File: config.mk
export PLATFORM = sky130hd
export DESIGN_NAME = n1_mem_arbiter_flat
export DESIGN_NICKNAME = d
export VERILOG_FILES = /design/src/rtl/n1_mem_arbiter_pkg.sv /design/src/rtl/n1_mem_arbiter_if.sv /design/src/rtl/n1_mem_arbiter.sv /design/src/flat_wrapper.sv
export SDC_FILE = /design/constraint.sdc
export NUM_CORES = 1
export LEC_CHECK = 0
export ABC_CLOCK_PERIOD_IN_PS = 2600
export CORE_UTILIZATION = 25
export CTS_CLUSTER_DIAMETER = 200
export DETAILED_ROUTE_END_ITERATION = 16
export PLACE_DENSITY = 0.77
export SYNTH_ARGS = -nofsm -noshare
export SYNTH_HDL_FRONTEND = slang
export SYNTH_SLANG_ARGS = --single-unit
File: constraint.sdc
create_clock -name clk -period 2.6 [get_ports clk]
set_clock_uncertainty 0.1 [all_clocks]
set_input_delay 0.65 -clock clk [delete_from_list [all_inputs] [get_ports clk]]
set_output_delay 0.65 -clock clk [all_outputs]
set_load 0.005 [all_outputs]
File: src/rtl/n1_mem_arbiter_pkg.sv
// n1 memory arbiter shared types and sizes.
// Imported by the arbiter interface and the arbiter top.
package n1_mem_arbiter_pkg;

  localparam int N1_ADDR_W    = 7;
  localparam int N1_DATA_W    = 16;
  localparam int N1_HOST_WAIT = 4;

  typedef enum logic [1:0] {
    ST_BOOT = 2'd0,
    ST_RUN  = 2'd1,
    ST_HALT = 2'd2
  } arb_state_t;

  typedef enum logic [1:0] {
    OWN_NONE = 2'd0,
    OWN_CPU  = 2'd1,
    OWN_HOST = 2'd2
  } owner_t;

endpackage

File: src/rtl/n1_mem_arbiter_if.sv
// Requester (cpu/host) and RAM-side bus of the n1 memory arbiter.
// slave = arbiter view, master = requesters plus RAM.
interface n1_mem_arbiter_if
  import n1_mem_arbiter_pkg::*;
();

  logic                 cpu_req;
  logic                 cpu_we;
  logic [N1_ADDR_W-1:0] cpu_addr;
  logic [N1_DATA_W-1:0] cpu_wdata;
  logic                 cpu_gnt;
  logic                 cpu_rvalid;

  logic                 host_req;
  logic                 host_we;
  logic [N1_ADDR_W-1:0] host_addr;
  logic [N1_DATA_W-1:0] host_wdata;
  logic                 host_gnt;
  logic                 host_rvalid;

  logic [N1_DATA_W-1:0] rdata;

  logic                 mem_en;
  logic                 mem_we;
  logic [N1_ADDR_W-1:0] mem_addr;
  logic [N1_DATA_W-1:0] mem_wdata;
  logic [N1_DATA_W-1:0] mem_rdata;

  modport slave (
    input  cpu_req, cpu_we, cpu_addr, cpu_wdata,
    output cpu_gnt, cpu_rvalid,
    input  host_req, host_we, host_addr, host_wdata,
    output host_gnt, host_rvalid,
    output rdata,
    output mem_en, mem_we, mem_addr, mem_wdata,
    input  mem_rdata
  );

  modport master (
    output cpu_req, cpu_we, cpu_addr, cpu_wdata,
    input  cpu_gnt, cpu_rvalid,
    output host_req, host_we, host_addr, host_wdata,
    input  host_gnt, host_rvalid,
    input  rdata,
    input  mem_en, mem_we, mem_addr, mem_wdata,
    output mem_rdata
  );

endinterface

File: src/rtl/n1_mem_arbiter.sv
// Single-port RAM arbiter: host-only BOOT/HALT, CPU-priority RUN
// with a host starvation guard, 1-cycle read return to owner.
module n1_mem_arbiter
  import n1_mem_arbiter_pkg::*;
#(
  parameter int HOST_WAIT = N1_HOST_WAIT
) (
  input  logic             clk,
  input  logic             rst_n,
  input  logic             boot_done,
  input  logic             halt_req,
  output logic [1:0]       state_o,
  n1_mem_arbiter_if.slave  bus
);

  localparam int WCW = $clog2(HOST_WAIT + 1);
  localparam logic [WCW-1:0] WMAX = WCW'(HOST_WAIT);

  arb_state_t           r_state;
  arb_state_t           w_state_nxt;
  logic [WCW-1:0]       r_wait_cnt;
  logic [WCW-1:0]       w_wait_nxt;
  owner_t               r_rd_owner;
  owner_t               w_owner_nxt;
  logic [N1_DATA_W-1:0] r_rdata;
  logic                 w_cpu_gnt;
  logic                 w_host_gnt;
  logic                 w_host_due;

  always_comb begin
    w_cpu_gnt   = 1'b0;
    w_host_gnt  = 1'b0;
    w_state_nxt = r_state;
    w_wait_nxt  = '0;
    w_owner_nxt = OWN_NONE;
    w_host_due  = bus.host_req && (r_wait_cnt == WMAX);
    case (r_state)
      ST_RUN: begin
        if (w_host_due)        w_host_gnt = 1'b1;
        else if (bus.cpu_req)  w_cpu_gnt  = 1'b1;
        else if (bus.host_req) w_host_gnt = 1'b1;
        if (halt_req) w_state_nxt = ST_HALT;
      end
      ST_HALT: begin
        w_host_gnt = bus.host_req;
        if (!halt_req) w_state_nxt = ST_RUN;
      end
      default: begin
        w_host_gnt = bus.host_req;
        if (boot_done) w_state_nxt = ST_RUN;
      end
    endcase
    // Counter only lives while RUN persists; any exit clears it
    if (r_state == ST_RUN && w_state_nxt == ST_RUN &&
        bus.host_req && !w_host_gnt)
      w_wait_nxt = (r_wait_cnt == WMAX) ? r_wait_cnt
                                        : r_wait_cnt + 1'b1;
    if (w_cpu_gnt && !bus.cpu_we)        w_owner_nxt = OWN_CPU;
    else if (w_host_gnt && !bus.host_we) w_owner_nxt = OWN_HOST;
  end

  always_ff @(posedge clk or negedge rst_n) begin
    if (!rst_n) begin
      r_state    <= ST_BOOT;
      r_wait_cnt <= '0;
      r_rd_owner <= OWN_NONE;
      r_rdata    <= '0;
    end else begin
      r_state    <= w_state_nxt;
      r_wait_cnt <= w_wait_nxt;
      r_rd_owner <= w_owner_nxt;
      if (r_rd_owner != OWN_NONE) r_rdata <= bus.mem_rdata;
    end
  end

  assign bus.cpu_gnt     = w_cpu_gnt;
  assign bus.host_gnt    = w_host_gnt;
  assign bus.cpu_rvalid  = (r_rd_owner == OWN_CPU);
  assign bus.host_rvalid = (r_rd_owner == OWN_HOST);
  // Pass RAM data through on return, else hold the last returned word
  assign bus.rdata = (r_rd_owner != OWN_NONE) ? bus.mem_rdata
                                              : r_rdata;

  assign bus.mem_en    = w_cpu_gnt | w_host_gnt;
  assign bus.mem_we    = w_cpu_gnt  ? bus.cpu_we    :
                         w_host_gnt ? bus.host_we   : 1'b0;
  assign bus.mem_addr  = w_cpu_gnt  ? bus.cpu_addr  :
                         w_host_gnt ? bus.host_addr : '0;
  assign bus.mem_wdata = w_cpu_gnt  ? bus.cpu_wdata  :
                         w_host_gnt ? bus.host_wdata : '0;

  assign state_o = r_state;

endmodule

File: src/flat_wrapper.sv
// flat-port wrapper written by rule: the top's interface ports become plain ports
module n1_mem_arbiter_flat import n1_mem_arbiter_pkg::*;
#(
  parameter int HOST_WAIT = N1_HOST_WAIT
)
  (clk, rst_n, boot_done, halt_req, state_o, bus_cpu_req, bus_cpu_we, bus_cpu_addr, bus_cpu_wdata, bus_cpu_gnt, bus_cpu_rvalid, bus_host_req, bus_host_we, bus_host_addr, bus_host_wdata, bus_host_gnt, bus_host_rvalid, bus_rdata, bus_mem_en, bus_mem_we, bus_mem_addr, bus_mem_wdata, bus_mem_rdata);
  n1_mem_arbiter_if bus_i ();
  input  logic clk;
  input  logic rst_n;
  input  logic boot_done;
  input  logic halt_req;
  output logic [1:0] state_o;
  input wire logic [$bits(bus_i.cpu_req)-1:0] bus_cpu_req;
  input wire logic [$bits(bus_i.cpu_we)-1:0] bus_cpu_we;
  input wire logic [$bits(bus_i.cpu_addr)-1:0] bus_cpu_addr;
  input wire logic [$bits(bus_i.cpu_wdata)-1:0] bus_cpu_wdata;
  output wire logic [$bits(bus_i.cpu_gnt)-1:0] bus_cpu_gnt;
  output wire logic [$bits(bus_i.cpu_rvalid)-1:0] bus_cpu_rvalid;
  input wire logic [$bits(bus_i.host_req)-1:0] bus_host_req;
  input wire logic [$bits(bus_i.host_we)-1:0] bus_host_we;
  input wire logic [$bits(bus_i.host_addr)-1:0] bus_host_addr;
  input wire logic [$bits(bus_i.host_wdata)-1:0] bus_host_wdata;
  output wire logic [$bits(bus_i.host_gnt)-1:0] bus_host_gnt;
  output wire logic [$bits(bus_i.host_rvalid)-1:0] bus_host_rvalid;
  output wire logic [$bits(bus_i.rdata)-1:0] bus_rdata;
  output wire logic [$bits(bus_i.mem_en)-1:0] bus_mem_en;
  output wire logic [$bits(bus_i.mem_we)-1:0] bus_mem_we;
  output wire logic [$bits(bus_i.mem_addr)-1:0] bus_mem_addr;
  output wire logic [$bits(bus_i.mem_wdata)-1:0] bus_mem_wdata;
  input wire logic [$bits(bus_i.mem_rdata)-1:0] bus_mem_rdata;
  assign bus_i.cpu_req = bus_cpu_req;
  assign bus_i.cpu_we = bus_cpu_we;
  assign bus_i.cpu_addr = bus_cpu_addr;
  assign bus_i.cpu_wdata = bus_cpu_wdata;
  assign bus_cpu_gnt = bus_i.cpu_gnt;
  assign bus_cpu_rvalid = bus_i.cpu_rvalid;
  assign bus_i.host_req = bus_host_req;
  assign bus_i.host_we = bus_host_we;
  assign bus_i.host_addr = bus_host_addr;
  assign bus_i.host_wdata = bus_host_wdata;
  assign bus_host_gnt = bus_i.host_gnt;
  assign bus_host_rvalid = bus_i.host_rvalid;
  assign bus_rdata = bus_i.rdata;
  assign bus_mem_en = bus_i.mem_en;
  assign bus_mem_we = bus_i.mem_we;
  assign bus_mem_addr = bus_i.mem_addr;
  assign bus_mem_wdata = bus_i.mem_wdata;
  assign bus_i.mem_rdata = bus_mem_rdata;
  n1_mem_arbiter #(.HOST_WAIT(HOST_WAIT)) u_core (.clk(clk), .rst_n(rst_n), .boot_done(boot_done), .halt_req(halt_req), .state_o(state_o), .bus(bus_i));
endmodule
### Word-level counts from Yosys, hierarchy flattened

Index checks and enable logic that the tools add are counted.

* bitwise gates (word level): 1
* reductions and logical operators: 10
* equal/unequal tests: 7
* $add $sub $neg: 1
* muxes and demuxes: 22

Operator list (count)
* 16-bit 2-to-1 mux: 3
* 7-bit 2-to-1 mux: 2
* 2-bit 2-to-1 mux: 5
* 1-bit 2-to-1 mux: 9
* 2-bit by 1-bit equality test with 1-bit output, second input constant: 3
* 1-bit logical AND: 6
* 3-bit 2-to-1 mux: 2
* 2-bit equality test, second input constant: 2
* 2-bit one-hot mux with 2 select lines: 1
* 3-bit by 1-bit adder with 3-bit output, second input constant: 1
* 3-bit equality test, second input constant: 1
* 1-bit logical NOT: 3
* 2-bit inequality test, second input constant: 1
* 2-bit nonzero test: 1
* 1-bit OR: 1

* word-level logic and storage cells: 45
* bits of input ports: 70
* bits in registers: 23

### Longest topological paths before layout

* word-level depth: 7
* mapped depth: 8
* depth with buffers taken out: 6

### Worst setup path after synthesis

Ideal clock, no wire load.

* kind: input to output
* start point: input port bus_cpu_req
* end point: output port bus_mem_addr[0]
* arrival time: 1.393 ns
* slack: 0.457 ns
* cell stages on the path: 6
* path through: nand2_1 -> a21oi_2 -> nor2b_1 -> buf_6 -> buf_6 -> a22o_1

* longest elaborated chain between the ends: 5
* elaborated cells between the ends (all ways): 8
* those cells by class: mux (8)

RTL lines
* start, declared: RTL line flat_wrapper.sv:13 `input wire logic [$bits(bus_i.cpu_req)-1:0] bus_cpu_req;`
* 1-bit 2-to-1 mux: RTL line n1_mem_arbiter.sv:40 `else if (bus.cpu_req) w_cpu_gnt = 1'b1;`
* 1-bit 2-to-1 mux: RTL line n1_mem_arbiter.sv:39 `if (w_host_due) w_host_gnt = 1'b1;`
* 1-bit 2-to-1 mux: RTL line n1_mem_arbiter.sv:37 `case (r_state)`
* named net bus_host_gnt: RTL line flat_wrapper.sv:23 `output wire logic [$bits(bus_i.host_gnt)-1:0] bus_host_gnt;`
* 7-bit 2-to-1 mux: RTL line n1_mem_arbiter.sv:88 `w_host_gnt ? bus.host_addr : '0;`
* 7-bit 2-to-1 mux: RTL line n1_mem_arbiter.sv:87 `assign bus.mem_addr = w_cpu_gnt ? bus.cpu_addr :`
* end, declared: RTL line flat_wrapper.sv:28 `output wire logic [$bits(bus_i.mem_addr)-1:0] bus_mem_addr;`

The timed path passes the listed nets, and every way through them passes these cells.

### Worst setup path after layout

* start point: input port bus_cpu_req
* end point: output port bus_mem_wdata[7]

* longest elaborated chain between the ends: 5
* elaborated cells between the ends (all ways): 8
* those cells by class: mux (8)

RTL lines
* 1-bit 2-to-1 mux: RTL line n1_mem_arbiter.sv:40
* 1-bit 2-to-1 mux: RTL line n1_mem_arbiter.sv:39
* 1-bit 2-to-1 mux: RTL line n1_mem_arbiter.sv:37
* 16-bit 2-to-1 mux: RTL line n1_mem_arbiter.sv:90 `w_host_gnt ? bus.host_wdata : '0;`
* 16-bit 2-to-1 mux *: RTL line n1_mem_arbiter.sv:89 `assign bus.mem_wdata = w_cpu_gnt ? bus.cpu_wdata :`
* end, declared: RTL line flat_wrapper.sv:29 `output wire logic [$bits(bus_i.mem_wdata)-1:0] bus_mem_wdata;`

Every way passes the cells marked *; elsewhere a longest branch is shown, timed or not.

==> flow_metrics.tcl <==
set metrics [dict create \
    status "completed" \
    placed_area_um2 2540 \
    tns_ps 0 \
    fin_crit_sh_pct 97.5 \
    placedCellCount 289 \
    antenna_cells 0 \
    first_iter_violations 24 \
    dr_total_vias 1371 \
    ys_warn_count 0 \
    detail_route.first_pass.iterations 4 \
    worst_hold_path_type "reg -> reg" \
    drc_errors 0 \
    cts_root_buf "clkbuf_8" \
    grt.total_usage_pct 15.6 \
    r2r_cells 7 \
    critPathKind "in -> out" \
    p_per_area_nw_per_um2 726 \
    worstSkewPairLatency_ps 260 \
    overflow 0 \
    crit_path_end_kind "output port" \
    synth_area_leader_cell "dfrtp_1" \
    viasPerCell 4.45 \
    gp_congestion 0.694 \
    r2r_slack_ps 830 \
    required_ps 1850 \
    grt_pass1_wl_um 6550 \
    start_util_pct 26.4 \
    netlist_top_cells_area "dfrtp_1, a22o_1, mux2_2, buf_6, ha_1" \
    hp-start "u_core.r_rdata[13]" \
    async_flop_share_pct 100 \
    synth_top_area_share_pct 45.2 \
    netlist_top_cells_count "a22o_1, dfrtp_1, mux2_2, buf_6" \
    finalHoldViolations 0 \
    r2r_start "u_core.state_o[0]" \
    rows 25 \
    hold_slack_ps 396 \
    synthDistinctLibCells 21 \
    power.total_mw 2.03 \
    syn_nets 180 \
    die_h_um 73.4 \
    wl_um 4470 \
    tritoncts "done" \
    path_clk_slew_ps 80 \
    grt_pass1_vias 1336 \
    crit_fanout 7 \
    cts_hold_buf 0 \
    io_buffers 116 \
    start_kind "input pin" \
    reg2reg_to "u_core.r_wait_cnt[2]" \
    ios 117 \
    instances_no_fill 308 \
    yosysMostFrequentCell "a22o_1" \
    setup.worst_path.start "bus_cpu_req" \
    layout-drive-gt1-share_pct 22.8 \
    finalCriticalPeriod_ps 2530 \
    syn_inst 105 \
    antenna_found_initial 0 \
    hold_end "u_core.r_rdata[13]" \
    cts_buffers 3 \
    p_leak_nw 1.37 \
    core_area_um2 4820 \
    setup_viol 0 \
    drv_cap 0 \
    crit_arrival_ps 1780 \
    ys_seq_area_share_pct 45.2 \
    synthFlopType "dfrtp_1" \
    worst_pin_slew_ps 312 \
    dp_hpwl_um 3100 \
    hold-path-cell-count 1 \
    slew_violations 0 \
    vdd_drop_max_mv 0.495 \
    dieArea_um2 5380 \
    relSlewSlack_pct 79.2 \
    fmax_ghz 0.395 \
    stdcell_area_um2 2800 \
    cts_htree_levels 1 \
    grt_max_degree 24 \
    wl_per_cell_um 14.5 \
    antenna_left 0 \
    netlist_area_um2 1270 \
    synthToLayoutAreaGrowth_pct 120 \
    synth_edf_count 0 \
    nets 317 \
    die_w_um 73.4 \
    cts_buffer_depth 2 \
    synth_seq_cells 23 \
    syn_avg_cell_area_um2 12.1 \
    cts_sinks 23 \
]
## logic make-up (layout without fill, tap and decap cells)
group           Yosys count  count (layout)  share of synthesized area [%]
compound gates           32              32                           21.1
xor+xnor                  1               1                          0.688
fa+ha+maj                 5               5                           4.91
buf+inv                  11             144                           6.78
flops                    23              23                           45.2
mux                      16              16                           14.1
simple gates             17              20                           7.17
## worst max-delay path by stage
stage | to | cells after the start | slack, ps
2_1_floorplan | bus_mem_addr[0] | 6 | 460
3_3_place_gp | bus_mem_wdata[11] | 7 | -410
3_5_place_dp | bus_mem_wdata[11] | 6 | -450
4_1_cts | bus_mem_wdata[14] | 8 | 5
5_1_grt | bus_mem_addr[6] | 7 | -7
6_report | bus_mem_wdata[7] | 7 | 70
## power by group
group	internal, mW	total, mW	switching (mW)	leakage (nW)
Combinational	0.805	1.28	0.477	1.07
Clock	0.109	0.217	0.108	0.0228
Sequential	0.491	0.535	0.0440	0.280
Total	1.41	2.03	0.628	1.37
## worst max-delay path, cell delays in order
cell	delay, ps
clkdlybuf4s15_1	200
nand2_4	110
a21oi_4	40
buf_6	130
nor2b_4	230
a22o_1	190
dlygate4sd2_1	240
## stage by stage
stage | worst slack, ps | util, %
finish | 65.5 | 58.2
global placement | -414 | 52.8
floorplan | 457 | -
detailed placement | -453 | 52.8
global route | -6.97 | 58.2
CTS | 4.93 | 56.1
## sequential cells by signal (all words and copies together), names as in the netlist
| register | cells |
|---|---|
| u_core.state_o | 2 |
| u_core.r_rd_owner | 2 |
| u_core.r_wait_cnt | 3 |
| u_core.r_rdata | 16 |
## repair_timing
action,in CTS,in global routing
gates resized for setup,46,32
pin swaps,1,8
endpoints found under the setup margin,26,39
cloned,4,0
buffers inserted,7,5
## metal layers
| layer | GRT usage, % | part of all wire, % | vias to the layer above |
|---|---|---|---|
| li1 | - | - | 663 |
| met3 | 3.43 | 5.3 | 4 |
| met5 | 0 | 0 | - |
| met4 | 1.92 | 0.72 | 0 |
| met1 | 19.6 | 40 | 659 |
| met2 | 27.9 | 54 | 45 |
## placed cells by master (no fill, tap or decap)
master	instances
a21oi_1	2
a21oi_4	1
a22o_1	24
a2bb2oi_1	1
a31oi_4	1
and2b_1	1
buf_12	3
buf_16	1
buf_2	2
buf_4	12
buf_6	3
clkbuf_1	1
clkbuf_2	2
clkbuf_8	3
clkdlybuf4s15_1	5
clkdlybuf4s50_1	72
dfrtp_1	23
dlygate4sd2_1	19
dlymetal6s2s_1	16
ha_1	3
ha_4	2
inv_1	3
inv_2	2
mux2_2	16
nand2_1	4
nand2_4	1
nand2b_1	2
nor2_2	1
nor2b_1	3
nor2b_4	4
nor3_1	3
o211ai_1	1
o21ai_0	1
o22ai_1	1
or2_2	1
xnor2_1	1
## cell type report
class,instances,area [µm²]
multi-input combinational,74,709
inverter,5,18.8
tap,67,83.8
timing repair buffer,135,1370
sequential,23,576
clock buffer,4,45.0
fill,434,2020
Note: power is estimated with default switching activity, not from simulation.
==> RTL edit 1, RTL diff (same flow settings) <==
Re-encode `owner_t` (3 values) as one-hot, 3 bits wide.
--- a/src/rtl/n1_mem_arbiter_pkg.sv
+++ b/src/rtl/n1_mem_arbiter_pkg.sv
@@ -12,10 +12,10 @@
     ST_HALT = 2'd2
   } arb_state_t;
 
-  typedef enum logic [1:0] {
-    OWN_NONE = 2'd0,
-    OWN_CPU  = 2'd1,
-    OWN_HOST = 2'd2
+  typedef enum logic [2:0] {
+    OWN_NONE = 3'b001,
+    OWN_CPU  = 3'b010,
+    OWN_HOST = 3'b100
   } owner_t;
 
 endpackage
Check against the original RTL: no difference found for any inputs over 10 cycles, from zero or initial values and one cycle with rst_n low; not proved beyond that.
==> RTL edit 1 against the unedited design <==
Final area grew 5.9%. Sequential cell count grew 1. Sequential share of layout area shrank 0.26 points. Total power grew 8.7%. Fmax shrank 0.21%. Routed wire length grew 7.3%. Synthesized area grew 10%. Non-clock buffer count grew 6. Setup slack lost 0.0053 ns.
==> RTL edit 1: results (changes against the unedited design) <==
\begin{tabular}{lr}
\hline
Metric & Value \\
\hline
\multicolumn{2}{l}{\textbf{GRT}} \\
\quad Global-route usage over all layers & 0.159 (+0.00390) \\
\quad M2 GR Usage & 0.294 (+0.0149) \\
\quad First-pass GRT wire length & 7700 um (+18\%) \\
\quad Met1 track utilization from global routing & 0.194 (-0.00196) \\
\quad Maximum number of pins on one net before global-route repair & 31 (+29\%) \\
\quad Initial antenna violation count & 0 (unchanged) \\
\multicolumn{2}{l}{\textbf{Route}} \\
\quad Detailed-route wire length & 4800 um (+7.3\%) \\
\quad Vias & 1,607 (+17\%) \\
\multicolumn{2}{l}{\textbf{Yosys}} \\
\quad Post-synthesis compound-gate area fraction & 0.0222 (-0.189) \\
\quad Most numerous cell types in the synthesized netlist & 52 x sky130\_fd\_sc\_hd\_\_nand2\_1, 27 x sky130\_fd\_sc\_hd\_\_nand3\_1, 23 x sky130\_fd\_sc\_hd\_\_dfrtp\_1, 16 x sky130\_fd\_sc\_hd\_\_mux2\_2, 5 x sky130\_fd\_sc\_hd\_\_ha\_1 \\
\quad Adder-cell share of the synthesized area & 0.0445 (-0.00463) \\
\quad Most used flip-flop cell after synthesis & sky130\_fd\_sc\_hd\_\_dfrtp\_1 \\
\quad Synth top area cells & sky130\_fd\_sc\_hd\_\_dfrtp\_1 41\%, sky130\_fd\_sc\_hd\_\_nand2\_1 14\%, sky130\_fd\_sc\_hd\_\_mux2\_2 13\% \\
\quad Fraction of synthesized cell area in xor and xnor cells & 0.00623 (-0.000648) \\
\quad Number of distinct library cells after synthesis & 27 (+29\%) \\
\quad Fraction of the yosys area taken by sequential cells & 0.428 (-0.0239) \\
\quad Proportion of synthesized area in mux cells & 0.128 (-0.0133) \\
\quad Count of flip-flops with a built-in enable after synthesis & 0 (unchanged) \\
\multicolumn{2}{l}{\textbf{Place}} \\
\quad HPWL Detailed & 3460 um (+11\%) \\
\quad Placed cell areas & 2740 sq um (+7.8\%) \\
\quad Worst setup timing slack at the placement stage & -0.394 ns (+0.0593 ns) \\
\multicolumn{2}{l}{\textbf{STA}} \\
\quad Worst-margin pin slew & 0.355 ns (+0.0431 ns) \\
\multicolumn{2}{l}{\textbf{Run status}} \\
\quad Status & completed \\
\multicolumn{2}{l}{\textbf{Cells and area}} \\
\quad Fill cell instance count of the final layout & 486 (+12\%) \\
\quad Post-layout nets & 372 (+17\%) \\
\multicolumn{2}{l}{\textbf{Power and ir drop}} \\
\quad Worst VDD drop & 0.443 mV (-10\%) \\
\quad Leakage Power & 1.45 nW (+5.9\%) \\
\hline
\end{tabular}
==> RTL edit 1: final timing paths <==
kind / from / end / slack, ns / cells past startpoint
setup / recovery: bus_cpu_req / bus_host_gnt / 0.06 / 7
hold / removal: u_core.r_rdata[0] / u_core.r_rdata[0] / 0.40 / 1
setup reg to reg: u_core.state_o[0] / u_core.r_wait_cnt[0] / 0.71 / 7
hold reg to reg: u_core.r_rdata[0] / u_core.r_rdata[0] / 0.40 / 1
max in group asynchronous: rst_n / u_core.r_rd_owner[0] / 1.48 / 2
min in group asynchronous: rst_n / u_core.r_rdata[8] / 0.63 / 2
==> RTL edit 1: what timing repair did <==
item,4_1_cts,5_1_grt
gates resized for setup,97,38
pin swaps,1,6
gates cloned,2,0
hold buffers,0,0
setup endpoints to repair,43,34
setup buffers,12,3
==> RTL edit 1: kinds of logic (layout without fill, tap and decap cells) <==
family,count (synthesis),after routing
fa+ha+maj,5,5
simple gates,95,95
mux,16,16
buf+inv,13,150
compound gates,5,5
xor+xnor,1,1
flops,24,24
==> RTL edit 1: cell type report <==
type                            instances  area (sq um)  area share
Clock buffer                            4          55.1      0.0186
Tap cell                               70          87.6      0.0295
Sequential cell                        24           602       0.203
Timing Repair Buffer                  141          1390       0.468
Inverter                                5          21.3     0.00717
Multi-Input combinational cell        122           812       0.274
==> RTL edit 1: routing by layer <==
metal	vias up	wire, um
li1	804	-
met1	752	2040
met2	47	2520
met3	4	214
met4	0	34
met5	-	0
==> RTL edit 1: metrics by stage <==
step           hold slack, ns  cells
6_report                0.399    366
5_1_grt                 0.414    366
4_1_cts                 0.400    366
3_5_place_dp            0.375    348
3_3_place_gp            0.363    348
2_1_floorplan           0.254    159
==> RTL edit 1: critical path: stages <==
cell	delay, ns
sky130_fd_sc_hd__dlygate4sd2_1	0.26
sky130_fd_sc_hd__nand3_4	0.14
sky130_fd_sc_hd__buf_6	0.15
sky130_fd_sc_hd__buf_12	0.11
sky130_fd_sc_hd__buf_16	0.12
sky130_fd_sc_hd__and2_1	0.14
sky130_fd_sc_hd__clkdlybuf4s15_1	0.20
==> RTL edit 1: report_power, final <==
group | internal [mW] | total [mW] | switching, mW
Combinational | 0.862 | 1.42 | 0.553
Clock | 0.135 | 0.249 | 0.114
Sequential | 0.499 | 0.547 | 0.0486
==> RTL edit 2, RTL diff (same flow settings) <==
Without the edit above. Change the package constant `N1_DATA_W` from 16 to 18.
--- a/src/rtl/n1_mem_arbiter_pkg.sv
+++ b/src/rtl/n1_mem_arbiter_pkg.sv
@@ -3,7 +3,7 @@
 package n1_mem_arbiter_pkg;
 
   localparam int N1_ADDR_W    = 7;
-  localparam int N1_DATA_W    = 16;
+  localparam int N1_DATA_W    = 18;
   localparam int N1_HOST_WAIT = 4;
 
   typedef enum logic [1:0] {
Interface: changed (5 resized); port bits go from 117 to 127. The function was not compared with the original's and may differ.
==> RTL edit 2 against the unedited design <==
Total power rose by 7.8%. Fmax fell by 0.40%. Routed wire length rose by 4.3%. Non-clock buffer count rose by 15. Synthesized area rose by 7.5%. Setup slack got worse by 0.010 ns. Final area rose by 6.7%. Sequential cell count rose by 2. Critical path type is now register to primary output.
==> RTL edit 2: results (changes against the unedited design) <==
\begin{tabular}{lr}
\hline
Metric & Value \\
\hline
\multicolumn{2}{l}{\textbf{Worst setup path}} \\
\quad Last element of the critical path & bus\_rdata[8] \\
\quad Critical path startpoint & u\_core.r\_rd\_owner[0] \\
\quad Critical-path maximum fanout & 18 (+11) \\
\quad Register-to-register path setup slack & 0.67 ns (-0.16 ns) \\
\multicolumn{2}{l}{\textbf{Place}} \\
\quad Worst setup timing slack at the placement stage & -0.444 ns (+0.00938 ns) \\
\quad HPWL Detailed & 3170 um (+2.4\%) \\
\quad Placed cell areas & 2750 sq um (+8.3\%) \\
\quad Count of input and output buffers & 126 (+8.6\%) \\
\quad Routability-driven placement congestion ratio & 0.718 (+3.5\%) \\
\multicolumn{2}{l}{\textbf{Cells and area}} \\
\quad Post-route design area & 2990 sq um (+6.7\%) \\
\quad Layout cell share with drive strength beyond 1 & 0.273 (+0.0449) \\
\quad Fill cell instance count of the final layout & 473 (+9.0\%) \\
\quad Post-layout nets & 342 (+7.9\%) \\
\quad Post-Layout Cell Count & 330 (+7.1\%) \\
\multicolumn{2}{l}{\textbf{GRT}} \\
\quad Global-route usage over all layers & 0.160 (+0.00429) \\
\quad Number of global-route vias before repair & 1,488 (+11\%) \\
\quad First-pass GRT wire length & 7450 um (+14\%) \\
\multicolumn{2}{l}{\textbf{STA}} \\
\quad Clock period minus worst slack & 2.54 ns (+0.0102 ns) \\
\quad Worst slew margin & 0.756 (-0.0367) \\
\quad Worst-case hold slack & 0.396 ns (-0.000222 ns) \\
\multicolumn{2}{l}{\textbf{Route}} \\
\quad Number of DRC markers after the initial detailed-route iteration & 47 (+96\%) \\
\quad DR WL/cell & 14.1 um (-2.7\%) \\
\quad Vias per inst & 4.33 (-2.7\%) \\
\multicolumn{2}{l}{\textbf{Power and ir drop}} \\
\quad Leakage Power & 1.42 nW (+3.3\%) \\
\quad Worst VDD drop & 0.392 mV (-21\%) \\
\multicolumn{2}{l}{\textbf{Yosys}} \\
\quad Synthesized netlist net count & 192 (+6.7\%) \\
\quad Most numerous cell types in the synthesized netlist & 26 x sky130\_fd\_sc\_hd\_\_a22o\_1, 25 x sky130\_fd\_sc\_hd\_\_dfrtp\_1, 17 x sky130\_fd\_sc\_hd\_\_mux2\_2, 5 x sky130\_fd\_sc\_hd\_\_ha\_1, 5 x sky130\_fd\_sc\_hd\_\_inv\_1 \\
\quad Synth top area cells & sky130\_fd\_sc\_hd\_\_dfrtp\_1 46\%, sky130\_fd\_sc\_hd\_\_a22o\_1 17\%, sky130\_fd\_sc\_hd\_\_mux2\_2 14\% \\
\quad Synthesized netlist cell count & 111 (+5.7\%) \\
\quad Fraction of the yosys area taken by sequential cells & 0.457 (+0.00517) \\
\multicolumn{2}{l}{\textbf{Run status}} \\
\quad Status & completed \\
\hline
\end{tabular}
RTL edit 2: cell types whose count changed after synthesis, sizes merged:
cell | before | now
nand2b | 2 | 1
nor2b | 4 | 5
or2b | 0 | 1
mux2 | 16 | 18
a22o | 24 | 26
dfrtp | 23 | 25
and2b | 1 | 0
RTL edit 2: final cells by class:
class,count,share of cell area
clock buffer,3,0.0138
clock inverter,1,0.00167
timing repair buffer,150,0.495
tap,70,0.0293
sequential,25,0.209
inverter,5,0.00628
multi-input combinational,76,0.244
RTL edit 2: repair_timing:
action,in CTS,in global routing
gates cloned,2,0
setup buffers,16,1
pin swaps,3,3
resized for setup,61,40
endpoints found under the setup margin,29,45
RTL edit 2: worst max-delay path, cell delays in order, from the launching register on:
cell                              delay (ns)
sky130_fd_sc_hd__dfrtp_1                0.42
sky130_fd_sc_hd__nor2_4                 0.13
sky130_fd_sc_hd__buf_12                 0.16
sky130_fd_sc_hd__mux2_2                 0.36
sky130_fd_sc_hd__clkdlybuf4s50_1        0.44
RTL edit 2: kinds of logic (layout without fill, tap and decap cells):
family	Yosys count	in the layout	share of synthesized area
flip-flops	25	25	0.457
XOR/XNOR	1	1	0.00640
AND/OR/NAND/NOR	17	18	0.0740
multiplexers	18	18	0.148
adder cells (fa/ha/maj)	5	5	0.0457
buffers and inverters	11	159	0.0530
AO/OA/AOI/OAI	34	34	0.216
RTL edit 2: report_power, final:
part           switching, mW  leakage, nW  total [mW]  internal, mW
clock network          0.120       0.0255       0.227         0.107
logic                  0.494         1.09        1.38         0.887
registers             0.0485        0.303       0.584         0.535
total                  0.663         1.42        2.19          1.53
RTL edit 2: per-layer routing:
layer	up-vias	track usage	part of all wire
li1	710	-	-
met1	669	0.189	0.42
met2	48	0.295	0.52
met3	2	0.0407	0.058
met4	0	0.0250	0.0036
met5	-	0	0
